--- src/rtl/calc_disp_pkg.sv ---
// Shared constants and helpers for the 4-digit hex display scan path.
package calc_disp_pkg;
  localparam int NUM_DIGITS = 4;
  localparam int IDX_W      = 2;
  localparam int NIB_W      = 4;

  localparam logic [NUM_DIGITS-1:0] AN_OFF = 4'b1111;

  // Active-low one-hot anode pattern selecting digit idx.
  function automatic logic [NUM_DIGITS-1:0] onehot_low(input logic [IDX_W-1:0] idx);
    onehot_low = ~(NUM_DIGITS'(1) << idx);
  endfunction
endpackage

--- src/rtl/disp_slot_timer.sv ---
// Slot dwell counter plus digit index; both freeze while en is low.
module disp_slot_timer
  import calc_disp_pkg::*;
#(
  parameter int DWELL_CYCLES = 50000,
  parameter int GAP_CYCLES   = 500
) (
  input  logic             clk,
  input  logic             rst_n,
  input  logic             en,
  output logic [IDX_W-1:0] idx,
  output logic             in_gap,
  output logic             slot_end,
  output logic             frame_end
);
  localparam int CNT_W = (DWELL_CYCLES > 1) ? $clog2(DWELL_CYCLES) : 1;

  logic [CNT_W-1:0] cnt;
  logic             cnt_last;

  assign cnt_last  = (cnt == CNT_W'(DWELL_CYCLES - 1));
  assign in_gap    = (cnt < CNT_W'(GAP_CYCLES));
  assign slot_end  = en & cnt_last;
  assign frame_end = slot_end & (idx == IDX_W'(NUM_DIGITS - 1));

  always_ff @(posedge clk or negedge rst_n) begin
    if (!rst_n) begin
      cnt <= '0;
      idx <= '0;
    end else if (en) begin
      if (cnt_last) begin
        cnt <= '0;
        idx <= idx + IDX_W'(1);
      end else begin
        cnt <= cnt + CNT_W'(1);
      end
    end
  end
endmodule

--- src/rtl/digit_scan_mux.sv ---
// Time-multiplexed 4-digit nibble/anode driver with double-buffered value
// and optional leading-zero blanking.
module digit_scan_mux
  import calc_disp_pkg::*;
#(
  parameter int DWELL_CYCLES = 50000,
  parameter int GAP_CYCLES   = 500
) (
  input  logic                  JM1222HM_clk,
  input  logic                  JM1222HM_rst_n,
  input  logic                  JM1222HM_en,
  input  logic                  JM1222HM_load,
  input  logic [15:0]           JM1222HM_value,
  input  logic                  JM1222HM_blz,
  output logic [NIB_W-1:0]      JM1222HM_nib,
  output logic [NUM_DIGITS-1:0] JM1222HM_an_n,
  output logic                  JM1222HM_blank,
  output logic                  JM1222HM_frame
);
  logic [IDX_W-1:0] idx;
  logic             in_gap;
  logic             slot_end;
  logic             frame_end;

  disp_slot_timer #(
    .DWELL_CYCLES (DWELL_CYCLES),
    .GAP_CYCLES   (GAP_CYCLES)
  ) u_timer (
    .clk       (JM1222HM_clk),
    .rst_n     (JM1222HM_rst_n),
    .en        (JM1222HM_en),
    .idx       (idx),
    .in_gap    (in_gap),
    .slot_end  (slot_end),
    .frame_end (frame_end)
  );

  logic [NUM_DIGITS-1:0][NIB_W-1:0] shadow;
  logic [NUM_DIGITS-1:0][NIB_W-1:0] disp;
  logic                             pending;
  logic                             commit;
  logic                             upper_zero;
  logic                             lz_cur;

  // Swap buffers only at the frame boundary so a frame never mixes values.
  assign commit = frame_end & pending;

  always_comb begin
    upper_zero = 1'b1;
    for (int k = 0; k < NUM_DIGITS; k++) begin
      if ((IDX_W'(k) >= idx) && (disp[k] != '0)) upper_zero = 1'b0;
    end
  end

  // Digit 0 is never blanked so a zero value still shows one "0".
  assign lz_cur = JM1222HM_blz & (idx != '0) & upper_zero;

  always_ff @(posedge JM1222HM_clk or negedge JM1222HM_rst_n) begin
    if (!JM1222HM_rst_n) begin
      shadow         <= '0;
      disp           <= '0;
      pending        <= 1'b0;
      JM1222HM_nib   <= '0;
      JM1222HM_an_n  <= AN_OFF;
      JM1222HM_blank <= 1'b1;
      JM1222HM_frame <= 1'b0;
    end else begin
      if (JM1222HM_load) shadow <= JM1222HM_value;
      if (commit)        disp   <= shadow;
      pending        <= JM1222HM_load | (pending & ~commit);
      JM1222HM_frame <= commit;
      JM1222HM_nib   <= disp[idx];
      if (!JM1222HM_en || in_gap) begin
        JM1222HM_an_n  <= AN_OFF;
        JM1222HM_blank <= 1'b1;
      end else begin
        JM1222HM_an_n  <= onehot_low(idx);
        JM1222HM_blank <= lz_cur;
      end
    end
  end
endmodule

--- config.mk ---
export PLATFORM = sky130hd
export DESIGN_NAME = digit_scan_mux
export DESIGN_NICKNAME = d
export VERILOG_FILES = /design/src/rtl/calc_disp_pkg.sv /design/src/rtl/disp_slot_timer.sv /design/src/rtl/digit_scan_mux.sv
export SDC_FILE = /design/constraint.sdc
export NUM_CORES = 1
export LEC_CHECK = 0
export ABC_AREA = 1
export BUFFER_PORTS_ARGS = -buffer_cell sky130_fd_sc_hd__buf_2
export CAP_MARGIN = 20
export CORE_UTILIZATION = 60
export CTS_CLUSTER_SIZE = 25
export DETAILED_ROUTE_END_ITERATION = 12
export PLACE_DENSITY = 0.85
export SLEW_MARGIN = 5
export SYNTH_ARGS = -nofsm -noshare
export SYNTH_HDL_FRONTEND = slang
export SYNTH_SLANG_ARGS = --single-unit
--- constraint.sdc ---
create_clock -name JM1222HM_clk -period 3.9 [get_ports JM1222HM_clk]
set_input_delay 0.39 -clock JM1222HM_clk [delete_from_list [all_inputs] [get_ports JM1222HM_clk]]
set_output_delay 0.39 -clock JM1222HM_clk [all_outputs]
set_load 0.01 [all_outputs]
==> results of run 1 <==
-- layout make-up --
cell class              count  area (sq um)
inverters                  32           120
flip-flops and latches     61          1530
well taps                  52          65.1
clock inverters             2          10.0
repair buffers             31           158
multi-input cells         210          1130
clock buffers              14           163
fillers                   334          1260
-- layout by cell type (no fill, tap or decap), drive strengths merged --
master | Yosys | layout
a21oi | 3 | 3
buf | 4 | 31
clkbuf | 4 | 14
clkinv | 2 | 4
dfrtp | 56 | 56
dfstp | 5 | 5
ha | 5 | 5
inv | 30 | 30
mux2 | 16 | 16
nand2 | 67 | 67
nand3 | 34 | 34
nand4 | 2 | 2
nor2 | 47 | 47
nor3 | 7 | 7
nor4 | 1 | 1
o21ai | 15 | 15
o21bai | 1 | 1
o22ai | 4 | 4
or2 | 1 | 1
xnor2 | 1 | 1
xor2 | 6 | 6
-- how the worst max path moves through the flow --
stage | from | end | slack, ns | depth (start not counted)
4_1_cts | u_timer.cnt[0] | disp[5] | 1.97 | 8
2_1_floorplan | u_timer.cnt[0] | disp[14] | 2.44 | 9
3_3_place_gp | u_timer.cnt[0] | disp[14] | 2.09 | 8
5_1_grt | u_timer.cnt[0] | disp[1] | 1.74 | 8
3_5_place_dp | u_timer.cnt[0] | disp[5] | 1.97 | 8
6_report | u_timer.cnt[0] | disp[1] | 1.95 | 8
-- stage by stage --
step,util (%),hold WS [ns],std cells,worst slack [ns],cell area (sq um)
after floorplan,-,0.0944,311,2.44,2830
after global placement,67.7,0.459,386,2.09,3010
after detailed placement,67.7,0.463,386,1.97,3010
after CTS,71.6,0.223,402,1.97,3180
after global routing,71.6,0.274,402,1.74,3180
final,71.6,0.201,402,1.95,3180
-- Yosys cell counts, drive strengths merged --
master	number
o21bai	1
o21ai	15
xor2	6
clkbuf	4
nor2	47
clkinv	2
nand3	34
inv	30
dfstp	5
nor3	7
mux2	16
nor4	1
xnor2	1
dfrtp	56
nand4	2
or2	1
ha	5
o22ai	4
nand2	67
a21oi	3
buf	4
-- power by group through the flow --
stage          Combinational, W  Sequential (W)  Clock, W
6_report               0.000178        0.000743  0.000485
5_1_grt                0.000205        0.000746  0.000518
4_1_cts                0.000179        0.000741  0.000500
3_5_place_dp           0.000176        0.000750         0
3_3_place_gp           0.000170        0.000746         0
2_1_floorplan          0.000127        0.000736         0
-- layer usage --
| metal | global-route usage [%] | up-vias | wire length (microns) |
|---|---|---|---|
| li1 | - | 1070 | - |
| met1 | 29.3 | 1002 | 2370 |
| met2 | 43.8 | 76 | 2820 |
| met3 | 4.13 | 16 | 237 |
| met4 | 16.0 | 0 | 157 |
| met5 | 0 | - | 0 |
-- registers in the layout, indices dropped and copies added, names as in the netlist --
name            count
disp               16
shadow             16
u_timer.cnt        16
JM1222HM_an_n       4
JM1222HM_nib        4
u_timer.idx         2
JM1222HM_blank      1
JM1222HM_frame      1
pending             1
-- cells by family after synthesis --
group	Yosys count	share of synthesized area (%)
simple gates	159	24.9
fa+ha+maj	5	2.21
xor+xnor	7	2.16
compound gates	23	4.33
flops	61	54.1
mux	16	6.36
buf+inv	40	5.92
==> summary.md, run 1 <==
| Metric | Value |
|---|---|
| Core area | around 0.0044 sq mm |
| Slew HR | between 40% and 50% |
| Root Buffer | clkbuf_8 |
| CTS clock-pin slew for the worst setup and hold paths | 0.07 ns |
| Register-to-register setup slack | just under 2 ns |
| Number of buffers added to fix hold violations after cts | 0 |
| Buffers on Ports | 30 |
| Actual transition at the worst max-transition pin | 0.750 ns |
| Worst EP arrival | about 2.2 ns |
| Depth of the CTS H-tree | 3 |
| Post-CTS setup buffers | 0 |
| Die extent in y | 70.7 microns |
| Number of buffer and inverter instances along the worst setup path | 1 |
| CP max FO | 16 |
| Switching Share | between 20% and 30% |
| Via count | between 2,000 and 2,500 |
| Total wire length | between 5000 and 6000 microns |
| Global router's overall resource usage | 25.3% |
| Wire length of the first global-routing pass | 9540 microns |
| Number of max-slew violations in the final report | 0 |
| Detailed Place HPWL | ~4000 microns |
| Total net switching power | between 0.0003 and 0.0004 W |
| Kind of critical path | flip-flop to flip-flop |
| CTS-repair resized insts | 0 |
| Largest stage delay on the critical path | around 0.55 ns |
| Synthesized Nets | between 300 and 400 |
| Pin count of the biggest net entering global routing | between 60 and 70 |
| Max Freq | between 500 and 600 MHz |
| Via count of the first global-routing pass | about 2,200 |
| Final clock skew | ~0.0087 ns |
| Leakage dissipation | around 1.6 nW |
| Outcome | complete, but fails checks |
| Series of cell instances along the critical path | ha_1 -> inv_1 -> nor2_1 -> nand3_1 -> nor2_1 -> nand4_1 -> nand2_1 -> nand2_1 |
| Synthesized netlist cell count | 311 |
| Final hold vios | 0 |
| Mean area per synthesized cell | between 9 and 10 sq um |
| Vias per inst | 5.38 |
| Internal | about 0.001 W |
| Final worst-path cycle share | about half |
| Die Outline Area | 0.00500 sq mm |
| Post-layout min period | between 1.5 and 2 ns |
| Final estimated routing congestion in global placement | roughly 0.9 |
| Drt initial violations | about 170 |
| Cell type with the largest total area after synthesis | dfrtp_1 |
| Crit path max-delay cell type | nand4_1 |
| Power after layout | between 0.001 and 0.0015 W |
| CTS tree | done |
| Number of buffers on the longest clock path | 2 |
| Tightest Hold Check Type | input port to asynchronous set/reset pin |
| Number of antenna violations at the first check in global routing | 0 |
| Post-Synthesis Cell Area | around 0.0028 sq mm |
| Proportion of synthesized chip area in sequential cells | 54.1% |
| Clock net sink count | 61 |
| Crit path max-delay family | simple AND/OR/NAND/NOR gates |
| Crit path launch type | flip-flop |
| Warnings from Yosys | 0 |
| Endpoint of the most critical register-to-register path | disp[1] |
| Area delta synth->final | 12.3% |
| Standard-cell row count | 24 |
| Ant diodes | 0 |
| Width of the chip | ~70 microns |
| Failing checks | design-rule violations |
| Worst voltage drop across the vdd grid | 291 uV |
| Post-synthesis sequential element count | 61 |
| Skew-Pair Late Insertion Delay | 0.33 ns |
| Iteration count of the initial detailed-routing pass | 8 |
| Count of nets left with antenna violations after detail routing | 0 |
| Power per cell area | ~440 mW/mm^2 |
| Starting Density | 63.8% |
| Total setup violations reported at the end of the flow | 0 |
| CTS buffer count | 9 |
| Number of unique standard cell types used by synthesis | 28 |
| RSZ-0062 raised after global routing | no |
| Type of destination of the critical path | flip-flop |
| Comb power frac | about an eighth |
| Maxcap violations | 0 |
| CP Data Required Time | 4.11 ns |
| Reg-to-Reg Start | u_timer.cnt[0] |
| Share of total power in the clock network | 34.5% |
| TNS Setup | 0 ns |
| Congestion Overflow GR | 0 |
| Fraction of power consumed by sequential logic | a little over half |
| Ports placed on the boundary | 31 |
| Proportion of netlist area held by the largest area contributor | 49.4% |
| Depth of the worst register-to-register path | 8 |
| Post-layout nets | between 300 and 400 |
| Most area-consuming cells after synthesis | dfrtp_1, nand2_1, mux2_2 |
| WL per Instance | ~14 microns |
| Share of post-route cells with drive strength above 1 | 21.4% |
| # DRC | 1 |
No activity file was read; power rests on OpenSTA's default activity.
==> run 2, diff against run 1 <==
- CORE_UTILIZATION: 60 -> 52
- PLACE_DENSITY: 0.85 -> 0.79
- clock period: 3.9 -> 1.7 ns (I/O delays scaled with it)
==> run 2 against run 1 <==
The run now ends clean; total power increased by 150%; sequential share of layout area down 2.2 points; die area rose by 15%; utilization shrank 7.2 points; via count up 0.65%; first-iteration DRC count is 44% lower; highest routed layer unchanged.
==> summary.md, run 2 (synthesis gave the netlist of run 1 again) <==
| Metric | Value |
|---|---|
| Outcome | completed |
| Depth of the CTS H-tree | 3 (unchanged) |
| Wire length of the first global-routing pass | 9710 microns (+1.7%) |
| Worst voltage drop across the vdd grid | 695 uV (+140%) |
| Number of max-slew violations in the final report | 0 (unchanged) |
| Series of cell instances along the critical path | ha_1 -> nand3_1 -> nor2_2 -> nand3_4 -> nor2_4 -> nand3_1 -> nand2_1 |
| Largest registers in the final layout | disp: 16 flops, shadow: 16 flops, u_timer.cnt: 16 flops |
| Post-layout min period | 1.59 ns (-0.363 ns) |
| Crit path launch type | flip-flop |
| Pin count of the biggest net entering global routing | 47 (-24%) |
| Actual transition at the worst max-transition pin | 0.412 ns (-0.338 ns) |
| Slew HR | 72.5% (+23 points) |
| Max Freq | 631 MHz (+23%) |
| Crit path max-delay cell type | dfrtp_1 |
| Standard-cell row count | 26 (+8.3%) |
| Buffers on Ports | 30 (unchanged) |
| Leakage dissipation | 1.66 nW (+3.4%) |
| Via count | 2,178 (+0.65%) |
| Type of destination of the critical path | flip-flop |
| Top library cells by usage in the layout, fill and taps aside | nand2_1, dfrtp_1, nor2_1 |
| Final worst-path cycle share | 93.3% (+43 points) |
| Share of post-route cells with drive strength above 1 | 23.7% (+2.2 points) |
| Kind of critical path | flip-flop to flip-flop |
| Startpoint of the tightest hold check path | JM1222HM_value[11] |
| Ports placed on the boundary | 31 (unchanged) |
| Largest stage delay on the critical path | 0.39 ns (-0.16 ns) |
| Iteration count of the initial detailed-routing pass | 4 (-4) |
| Crit path max-delay family | simple AND/OR/NAND/NOR gates |
| Post-layout nets | 380 (+2.4%) |
| Final estimated routing congestion in global placement | 0.892 (-1.1%) |
| Leading cell type in the layout, fill and taps excluded | nand2_1 |
| Comb power frac | 12.7% (about the same) |
| Fraction of power consumed by sequential logic | 48.3% (-4.5 points) |
| Power per cell area | 1050 mW/mm^2 (+140%) |
| CTS clock-pin slew for the worst setup and hold paths | 0.07 ns (about the same) |
| Detailed Place HPWL | 4140 microns (+5.3%) |
| Number of buffers on the longest clock path | 2 (unchanged) |
| Number of antenna violations at the first check in global routing | 0 (unchanged) |
| Number of fill cells in the layout | 429 (+28%) |
| Internal | 0.00258 W (+150%) |
| Reg-to-Reg Start | u_timer.cnt[0] |
| Core area | 0.00517 sq mm (+16%) |
| Total wire length | 5740 microns (+3.0%) |
| Via count of the first global-routing pass | 2,132 (-3.8%) |
| Post-CTS setup buffers | 0 (unchanged) |
| Global router's overall resource usage | 23.8% (-1.4 points) |
| # DRC | 0 (-1) |
| Tightest Hold Check Type | input port to flip-flop |
| Share of total power in the clock network | 39.0% (+4.5 points) |
| Worst EP arrival | 1.86 ns (-0.30 ns) |
| Total setup violations reported at the end of the flow | 0 (unchanged) |
| Number of buffer and inverter instances along the worst setup path | 0 (-1) |
| Width of the chip | 75.8 microns (+7.2%) |
| Die extent in y | 75.8 microns (+7.2%) |
| Ant diodes | 0 (unchanged) |
| RSZ-0062 raised after global routing | no |
| Drt initial violations | 97 (-44%) |
| CP max FO | 10 (-6) |
| Cell type with the highest occurrence count on the critical path | nand3_1 |
| Worst hold slack after final layout | 0.0613 ns (-0.140 ns) |
| Maxcap violations | 0 (unchanged) |
| Switching Share | 26.1% (-1.2 points) |
| Area delta synth->final | 17.5% |
| Clock net sink count | 61 (unchanged) |
| Die Outline Area | 0.00575 sq mm (+15%) |
| WL per Instance | 13.4 microns (-3.5%) |
| Count of nets left with antenna violations after detail routing | 0 (unchanged) |
| Total net switching power | 0.000911 W (+140%) |
| Congestion Overflow GR | 0 (unchanged) |
| Starting Density | 54.8% (-9.0 points) |
| Root Buffer | clkbuf_8 |
| Final hold vios | 0 (unchanged) |
| Skew-Pair Late Insertion Delay | 0.34 ns (about the same) |
| TNS Setup | 0 ns (unchanged) |
| CP Data Required Time | 1.98 ns (-2.13 ns) |
| CTS buffer count | 9 (unchanged) |
| Setup crit start | u_timer.cnt[0] |
| CTS tree | done |
| Vias per inst | 5.08 (-5.7%) |
| Final clock skew | 0.0140 ns (+0.00527 ns) |
==> run 2: cell type report <==
type	instances	area [sq um]	share of cell area (%)
clock inverters	4	72.6	2.18
flip-flops and latches	61	1530	46.0
well taps	70	87.6	2.63
multi-input cells	211	1150	34.5
inverters	32	120	3.61
clock buffers	12	135	4.06
repair buffers	39	233	6.99
==> run 2: power groups by stage <==
stage | logic (W) | clock network, W | registers [W]
2_1_floorplan | 0.000292 | 0 | 0.00169
3_3_place_gp | 0.000422 | 0 | 0.00171
3_5_place_dp | 0.000440 | 0 | 0.00171
4_1_cts | 0.000444 | 0.00139 | 0.00168
5_1_grt | 0.000520 | 0.00144 | 0.00170
6_report | 0.000443 | 0.00136 | 0.00169
==> run 2: worst reg2reg max path, stage by stage, from the launching register on <==
cell and delay (ns):
dfrtp_1 0.39, ha_1 0.21, nand3_1 0.10, nor2_2 0.18, nand3_4 0.21, nor2_4 0.25, nand3_1 0.11, nand2_1 0.08
==> run 2: path summary, 6_finish.rpt <==
check	endpoint	slack [ns]	depth (start not counted)
max	disp[11]	0.11	7
min	shadow[11]	0.06	2
max reg2reg	disp[11]	0.11	7
min reg2reg	disp[0]	0.47	2
max in group asynchronous	u_timer.cnt[8]	0.84	3
min in group asynchronous	u_timer.cnt[14]	0.30	2
==> run 2: stage by stage <==
| stage | setup slack (ns) | instance area [sq um] | instances | total power [W] | util [%] |
|---|---|---|---|---|---|
| 2_1_floorplan | 0.238 | 2830 | 311 | 0.00198 | - |
| 6_report | 0.114 | 3330 | 429 | 0.00349 | 64.4 |
| 4_1_cts | 0.108 | 3310 | 428 | 0.00352 | 64.1 |
| 3_3_place_gp | 0.193 | 3100 | 411 | 0.00213 | 59.9 |
| 3_5_place_dp | 0.121 | 3100 | 411 | 0.00215 | 59.9 |
| 5_1_grt | 0.00783 | 3330 | 429 | 0.00366 | 64.4 |
==> run 2: metal layers <==
layer | vias up | wire length (microns) | global-route usage (%)
met5 | - | 0 | 0
met4 | 0 | 114 | 10.3
met3 | 11 | 252 | 7.28
met2 | 57 | 2860 | 39.1
met1 | 1023 | 2510 | 29.1
li1 | 1087 | - | -
==> run 2: timing repair <==
action                                  4_1_cts  5_1_grt
resized for setup                             0        2
endpoints found under the setup margin        0       11
hold buffers                                  1        0
hold endpoints to repair                     10        0
